## src/rtl/otter_mem2_arbiter.sv

```systemverilog
// otter_mem2_arbiter: two-requester arbiter in front of one synchronous memory
// with a 1-cycle read latency. The pipeline (P) side issues MEM-stage accesses.
// The programmer (G) side issues word accesses and can hold ownership with
// G_LOCK during a burst.
//
// Ports
//   CLK, RESET                     clock, async active-low reset
//   P_REQ/WE/ADDR/DIN/SIZE/SIGN    pipeline request
//   G_REQ/WE/ADDR/DIN, G_LOCK      programmer request, burst lock
//   P_GNT, P_STALL, G_GNT          same-cycle grant/stall
//   P_RVALID, G_RVALID, RDATA      read return, one cycle after grant
//   M_ADDR/DIN/WE/RE/SIZE/SIGN     memory command, M_DOUT memory read data
//
// Configuration: define OTTER_MEM2_ARB_RR_EN for round-robin arbitration of
// simultaneous requests. By default G has fixed priority.
module otter_mem2_arbiter (
  input  logic        CLK,
  input  logic        RESET,
  input  logic        P_REQ,
  input  logic        P_WE,
  input  logic [31:0] P_ADDR,
  input  logic [31:0] P_DIN,
  input  logic [1:0]  P_SIZE,
  input  logic        P_SIGN,
  input  logic        G_REQ,
  input  logic        G_WE,
  input  logic [31:0] G_ADDR,
  input  logic [31:0] G_DIN,
  input  logic        G_LOCK,
  output logic        P_GNT,
  output logic        P_STALL,
  output logic        P_RVALID,
  output logic        G_GNT,
  output logic        G_RVALID,
  output logic [31:0] RDATA,
  output logic [31:0] M_ADDR,
  output logic [31:0] M_DIN,
  output logic        M_WE,
  output logic        M_RE,
  output logic [1:0]  M_SIZE,
  output logic        M_SIGN,
  input  logic [31:0] M_DOUT
);

  typedef enum logic [1:0] {IDLE, PIPE, PROG} state_t;

  localparam logic OWN_P = 1'b0;
  localparam logic OWN_G = 1'b1;

  state_t state;
  logic   pend_valid;
  logic   pend_owner;
  logic   lock_hold;
  logic   g_prio;
  logic   g_gnt;
  logic   p_gnt;

`ifdef OTTER_MEM2_ARB_RR_EN
  // Priority pointer: 0 gives G priority, 1 gives P priority.
  logic rr_ptr;

  always_ff @(posedge CLK or negedge RESET) begin
    if (!RESET) begin
      rr_ptr <= 1'b0;
    end else if (G_REQ && P_REQ && (g_gnt || p_gnt)) begin
      rr_ptr <= g_gnt;
    end
  end

  assign g_prio = ~rr_ptr;
`else
  assign g_prio = 1'b1;
`endif

  // Grant decision; a locked programmer burst shuts out the pipeline.
  always_comb begin
    lock_hold = (state == PROG) && G_LOCK;
    g_gnt     = RESET && G_REQ && (lock_hold || !P_REQ || g_prio);
    p_gnt     = RESET && P_REQ && !lock_hold && !g_gnt;
  end

  // Owner FSM and pending-read tag.
  always_ff @(posedge CLK or negedge RESET) begin
    if (!RESET) begin
      state      <= IDLE;
      pend_valid <= 1'b0;
      pend_owner <= OWN_G;
    end else begin
      if (g_gnt) begin
        state <= PROG;
      end else if (p_gnt) begin
        state <= PIPE;
      end else if (!G_LOCK) begin
        state <= IDLE;
      end
      pend_valid <= (g_gnt && !G_WE) || (p_gnt && !P_WE);
      pend_owner <= g_gnt ? OWN_G : OWN_P;
    end
  end

  // Memory command mux, grant/stall flags and read return.
  always_comb begin
    M_ADDR   = 32'd0;
    M_DIN    = 32'd0;
    M_WE     = 1'b0;
    M_RE     = 1'b0;
    M_SIZE   = 2'b00;
    M_SIGN   = 1'b0;
    G_GNT    = g_gnt;
    P_GNT    = p_gnt;
    P_STALL  = P_REQ && !p_gnt;
    P_RVALID = 1'b0;
    G_RVALID = 1'b0;
    RDATA    = 32'd0;

    if (g_gnt) begin
      M_ADDR = G_ADDR;
      M_DIN  = G_DIN;
      M_WE   = G_WE;
      M_RE   = !G_WE;
      M_SIZE = 2'b10;
      M_SIGN = 1'b0;
    end else if (p_gnt) begin
      M_ADDR = P_ADDR;
      M_DIN  = P_DIN;
      M_WE   = P_WE;
      M_RE   = !P_WE;
      M_SIZE = P_SIZE;
      M_SIGN = P_SIGN;
    end

    // The tag flops clear asynchronously, so the return is silent in reset.
    if (pend_valid) begin
      RDATA    = M_DOUT;
      P_RVALID = (pend_owner == OWN_P);
      G_RVALID = (pend_owner == OWN_G);
    end
  end

endmodule
```

## config.mk

```make
export PLATFORM = sky130hd
export DESIGN_NAME = otter_mem2_arbiter
export DESIGN_NICKNAME = d
export VERILOG_FILES = /design/src/rtl/otter_mem2_arbiter.sv
export SDC_FILE = /design/constraint.sdc
export NUM_CORES = 1
export LEC_CHECK = 0
export ABC_CLOCK_PERIOD_IN_PS = 1100
export BUFFER_PORTS_ARGS = -buffer_cell sky130_fd_sc_hd__buf_2
export CAP_MARGIN = 30
export CORE_AREA = 8 8 101 103
export CTS_CLUSTER_SIZE = 40
export DETAILED_ROUTE_END_ITERATION = 10
export DIE_AREA = 0 0 109 111
export PLACE_DENSITY = 0.69
export SETUP_SLACK_MARGIN = 0.05
export SKIP_LAST_GASP = 1
export SLEW_MARGIN = 5
export SYNTH_ARGS = -nofsm -noshare
export SYNTH_HDL_FRONTEND = slang
export SYNTH_SLANG_ARGS = --single-unit
```

## constraint.sdc

```tcl
create_clock -name CLK -period 1.1 [get_ports CLK]
set_input_delay 0.055 -clock CLK [delete_from_list [all_inputs] [get_ports CLK]]
set_output_delay 0.055 -clock CLK [all_outputs]
set_load 0.1 [all_outputs]
```

==> results.py, run 1 <==
metrics = {
    "logic_synthesis": {
        "synth_seq_area_share_pct": 4.95,
        "synthFlopType": "dfrtp_1",
        "yosys_warnings": 0,
        "ys_top_cells_by_area": "o31ai_2 40%, nand3_1 16%, inv_1 12%",
        "avgSynthCellArea_um2": 7.21,
        "yosys-top-cells-count": "67 x inv_1, 66 x nand3_1, 66 x o31ai_2",
        "synth_top_family_by_area": "compound AO/OA/AOI/OAI gates",
        "synth_compound_area_share_pct": 42.3,
        "synthAdderAreaFrac_pct": 0,
        "ys_async_sr_fraction_pct": 100,
        "synth_top_area_cell": "o31ai_2",
        "ys_ff_latch": 4,
        "synthesis.area_mm2": 0.00205,
        "synthXorXnorAreaFrac_pct": 0,
        "synth_edf_count": 0,
        "muxShareOfSynthArea_pct": 0,
        "synth.most_common_cell": "inv_1",
        "synth_cell_types": 20,
        "synthSimpleGateAreaFrac_pct": 29.3,
        "netlist.area_leader.share_pct": 40.3,
        "synth_fp_nets": 454,
        "syn_inst": 284,
    },
    "route": {
        "totalWireLength_um": 13400,
        "via_count": 3259,
        "drt-initial-drc-count": 143,
        "viasPerCell": 4.81,
        "wl_per_cell_um": 19.8,
        "drc": 0,
        "dr.pass1.iters": 4,
        "ant_nets": 0,
    },
    "placement": {
        "dp_hpwl_um": 10800,
        "post-place-cells": 655,
        "io_buffers": 275,
        "gp_congestion": 0.802,
        "place_area_mm2": 0.00594,
    },
    "finish": {
        "syn2layout_area_growth_pct": 212,
        "seqCellArea_um2": 103,
        "final_cell_area_mm2": 0.00638,
        "final_nets": 741,
        "fin_cells": 678,
        "multi_input_area_mm2": 0.00220,
        "n_fill_cell": 566,
        "drive_gt1_share_pct": 75.4,
        "n_antenna_cell": 0,
    },
    "sta": {
        "fin_tns_setup_ns": -43.10,
        "worst_pin_slew_ns": 0.457,
        "slew_viol_final": 0,
        "fmax_mhz": 592,
        "holdWs_ns": -0.0258,
        "layout_min_cycle_time_ns": 1.69,
        "grt_setup_unrepaired": "true",
        "skew_ns": 0.00390,
        "relSlewSlack_pct": 69.5,
        "setup_slack_ns": -0.590,
        "final.period_utilization_pct": 154,
        "setup_violations": 106,
        "finalHoldViolCount": 3,
    },
    "clocking": {
        "cts_tree": "done",
        "cts_made_buffers": 3,
        "clkSinkCount": 4,
        "htreeDepth": 1,
        "cts_root_buffer": "clkbuf_8",
        "path_clk_slew_ns": 0.04,
        "hold_buffers": 0,
        "clockBufferDepth": 2,
        "worstSkewPairLatency_ns": 0.22,
    },
    "status": {
        "failed_checks": "hold timing, setup timing",
        "status": "finished with violations",
    },
    "die": {
        "start_util_pct": 23.9,
        "die_area_mm2": 0.0121,
        "core_mm2": 0.00855,
        "row_count": 34,
        "io_pins": 276,
        "die_w_um": 109,
        "die_h_um": 111,
    },
    "grt": {
        "use_met2_pct": 40.3,
        "grt_max_degree": 40,
        "grt_remaining_overflow": 0,
        "grt_pass1_wl_um": 20300,
        "use_met3_pct": 6.63,
        "antenna_found_initial": 2,
        "gr-max-usage-layer": "met2",
        "grt_pass1_vias": 3664,
        "use_met1_pct": 20.5,
        "gr-usage-all-layers_pct": 21.3,
    },
    "hold_path": {
        "min_path_type": "input pin to asynchronous set/reset pin",
    },
    "setup_path": {
        "crit_start": "state[1]",
        "arrival_ns": 1.64,
        "crit_fanout": 8,
        "cp_data_required_time_ns": 1.04,
        "worst-setup-path-type": "register to primary output",
        "r2r_start": "state[1]",
        "worstSetupEndpointType": "primary output",
        "critPathLaunchType": "register",
    },
    "job": {
        "cap_viol_max_count": 0,
    },
    "power": {
        "p_per_area_mw_per_mm2": 714,
        "p_leak_uw": 0.00293,
        "power_uw": 4560,
        "vdd_ir_drop_max_mv": 0.392,
    },
}
==> layout by cell type (no fill, tap or decap), types with 3 or more instances in the layout <==
master and n:
buf_4 14, inv_1 66, clkbuf_8 3, buf_6 5, o31ai_4 66, buf_16 8, buf_12 118, buf_2 169
and2_4 33, nand3_1 66
==> worst max-delay path, stage by stage, from the launching register on <==
cell and delay [ns]:
dfrtp_1 0.38, and3b_4 0.21, buf_12 0.15, buf_16 0.15, o32ai_4 0.30, buf_12 0.21
==> cell families after synthesis <==
logic type	Yosys count
and+or+nand+nor	108
buffers and inverters	101
AOI/OAI and AO/OA	71
DFF	4
==> worst paths after layout <==
check                                   to  slack, ns  cells after the start
worst max register to register  pend_valid      -0.12                      4
worst min register to register    state[1]       0.53                      1
min in group CLK                pend_valid       0.09                      2
max in group asynchronous       pend_owner       0.93                      3
worst max-delay path                  M_RE      -0.59                      5
worst min-delay path              state[0]      -0.03                      3
==> where the power goes <==
group	switching (µW)	internal, µW
combinational	2490	1560
sequential	10.4	160
clock	92.0	249
==> state kept, by name (all words and copies together), names as in the netlist <==
name and count:
pend_owner 1, state 2, pend_valid 1
==> stage by stage <==
stage / setup slack [ns] / utilization, % / hold slack, ns
3_3_place_gp: -0.394 / 69.5 / 0.284
5_1_grt: -0.647 / 74.7 / 0.00599
3_5_place_dp: -0.442 / 69.5 / 0.286
4_1_cts: -0.590 / 74.6 / 0.0440
6_report: -0.590 / 74.7 / -0.0258
2_1_floorplan: -0.670 / - / -0.241
==> layout make-up <==
cell class              count  area share, %
well taps                 108           2.12
inverters                  67           4.00
clock buffers               4          0.705
repair buffers            316           57.1
multi-input cells         179           34.5
flip-flops and latches      4           1.61
==> metal layers <==
layer / wire (µm) / up-vias
li1: - / 1552
met1: 4250 / 1485
met2: 7220 / 185
met3: 1440 / 33
met4: 490 / 4
met5: 22 / -
==> timing repair <==
| item | CTS | global route |
|---|---|---|
| setup endpoints to repair | 105 | 108 |
| cloned | 10 | 1 |
| setup buffers | 8 | 3 |
| resized for setup | 16 | 7 |
| pin swaps | 28 | 10 |
No activity file was read; power rests on OpenSTA's default activity.
==> run 2: changes to the inputs <==
--- a/config.mk
+++ b/config.mk
@@ -7,11 +7,12 @@
 export LEC_CHECK = 0
 export ABC_CLOCK_PERIOD_IN_PS = 1100
 export BUFFER_PORTS_ARGS = -buffer_cell sky130_fd_sc_hd__buf_2
-export CAP_MARGIN = 30
+export CAP_MARGIN = 40
 export CORE_AREA = 8 8 101 103
 export CTS_CLUSTER_SIZE = 40
 export DETAILED_ROUTE_END_ITERATION = 10
 export DIE_AREA = 0 0 109 111
+export HOLD_SLACK_MARGIN = 0.15
 export PLACE_DENSITY = 0.69
 export SETUP_SLACK_MARGIN = 0.05
 export SKIP_LAST_GASP = 1
==> results.py, run 2 (synthesized netlist as in run 1, its figures left out) <==
metrics = {
    "route": {
        "ant_nets": 0,
        "viasPerCell": 4.80,
        "via_count": 3295,
        "drc": 0,
        "drt-initial-drc-count": 126,
        "totalWireLength_um": 13500,
        "wl_per_cell_um": 19.7,
        "dr.pass1.iters": 5,
    },
    "sta": {
        "layout_min_cycle_time_ns": 1.69,
        "setup_slack_ns": -0.594,
        "slew_viol_final": 0,
        "relSlewSlack_pct": 69.0,
        "worst_pin_slew_ns": 0.465,
        "setup_violations": 107,
        "final.period_utilization_pct": 154,
        "skew_ns": 0.00454,
        "grt_setup_unrepaired": "true",
        "finalHoldViolCount": 0,
        "fmax_mhz": 590,
    },
    "die": {
        "die_h_um": 111,
        "row_count": 34,
        "core_mm2": 0.00855,
        "die_w_um": 109,
        "start_util_pct": 23.9,
        "io_pins": 276,
        "die_area_mm2": 0.0121,
    },
    "setup_path": {
        "crit_start": "state[1]",
        "critPathLaunchType": "register",
        "r2r_start": "state[1]",
        "r2r_slack_ns": -0.37,
        "cp_data_required_time_ns": 1.04,
        "crit_fanout": 8,
        "critPathCapture": "M_RE",
        "worst-setup-path-type": "register to primary output",
        "arrival_ns": 1.64,
        "regToRegEndpoint": "pend_valid",
        "reg2reg_depth": 6,
        "worstSetupEndpointType": "primary output",
    },
    "power": {
        "p_leak_uw": 0.00296,
        "vdd_ir_drop_max_mv": 0.392,
        "p_per_area_mw_per_mm2": 709,
    },
    "job": {
        "cap_viol_max_count": 0,
    },
    "clocking": {
        "clockBufferDepth": 2,
        "cts_root_buffer": "clkbuf_8",
        "worstSkewPairLatency_ns": 0.22,
        "cts_tree": "done",
        "path_clk_slew_ns": 0.03,
        "htreeDepth": 1,
        "cts_made_buffers": 3,
        "clkSinkCount": 4,
    },
    "finish": {
        "fin_cells": 686,
        "syn2layout_area_growth_pct": 216,
        "utilization_pct": 75.7,
        "top_regs": "state (2), pend_owner (1), pend_valid (1)",
        "layout_common_cells": "169 x buf_2, 117 x buf_12, 66 x inv_1, 66 x nand3_1, 66 x o31ai_4",
        "largest_reg_flops": 2,
        "final_nets": 748,
        "max_flop_register": "state",
        "final_common_cell": "buf_2",
        "drive_gt1_share_pct": 75.0,
    },
    "hold_path": {
        "min_path_type": "input pin to asynchronous set/reset pin",
    },
    "placement": {
        "gp_congestion": 0.802,
        "io_buffers": 275,
        "dp_hpwl_um": 10800,
        "post-place-cells": 655,
    },
    "grt": {
        "antenna_found_initial": 3,
        "grt_pass1_vias": 3669,
        "grt_max_degree": 40,
        "grt_pass1_wl_um": 20300,
        "grt_remaining_overflow": 0,
        "gr-usage-all-layers_pct": 21.2,
    },
    "status": {
        "failed_checks": "setup timing",
        "status": "finished with violations",
    },
}
run 2: cell types whose count changed in the layout (fill, tap and decap cells not counted):
cell	previous run	this run
buf_12	118	117
buf_4	14	15
buf_8	0	2
diode_2	0	1
dlygate4sd3_1	0	5
o32ai_1	1	0
o32ai_4	1	2
run 2: critical path, stage by stage, from the launching register on:
cell and delay, ns:
dfrtp_1 0.38, and3b_4 0.21, buf_12 0.15, buf_16 0.15
o32ai_4 0.29, buf_12 0.21
run 2: where the power goes:
group	internal, µW	total (µW)	leakage, µW	switching (µW)
clock network	249	342	0.0000228	92.9
registers	160	170	0.0000478	9.68
logic	1580	4080	0.00289	2500
total	1990	4590	0.00296	2600
run 2: layout make-up:
type	instances	area, µm²
sequential	4	103
fill	557	2080
antenna	1	2.50
timing repair buffer	323	3710
multi-input combinational	179	2220
tap	108	135
clock buffer	4	45.0
inverter	67	255
run 2: worst min-delay path by stage:
| stage | slack (ns) | depth (start not counted) | endpoint |
|---|---|---|---|
| 2_1_floorplan | -0.24 | 0 | pend_valid |
| 3_3_place_gp | 0.28 | 3 | pend_valid |
| 3_5_place_dp | 0.29 | 3 | pend_valid |
| 4_1_cts | 0.13 | 2 | state[1] |
| 5_1_grt | 0.16 | 3 | pend_owner |
| 6_report | 0.13 | 3 | pend_owner |
run 2: through the flow:
stage	power, µW	hold slack, ns	setup TNS [ns]	instance area [µm²]	setup WS (ns)
floorplan	2580	-0.241	-46.48	2790	-0.670
global placement	3940	0.284	-22.06	5940	-0.394
detailed placement	4000	0.286	-23.59	5940	-0.442
CTS	4590	0.126	-45.16	6420	-0.590
global route	4740	0.158	-48.10	6470	-0.639
finish	4590	0.135	-44.58	6470	-0.594
run 2: metal layers:
metal / wire, µm / global-route usage [%] / vias up
li1: - / - / 1568
met1: 4300 / 20.3 / 1507
met2: 7310 / 39.9 / 183
met3: 1430 / 6.69 / 33
met4: 481 / 8.58 / 4
met5: 22 / 0 / -
run 2: what timing repair did:
action | in CTS | in global routing
gates cloned | 10 | 1
buffers inserted | 8 | 5
pin swaps | 28 | 11
resized for setup | 16 | 10
hold endpoints to repair | 6 | 1
endpoints found under the setup margin | 105 | 108
hold buffers | 4 | 1
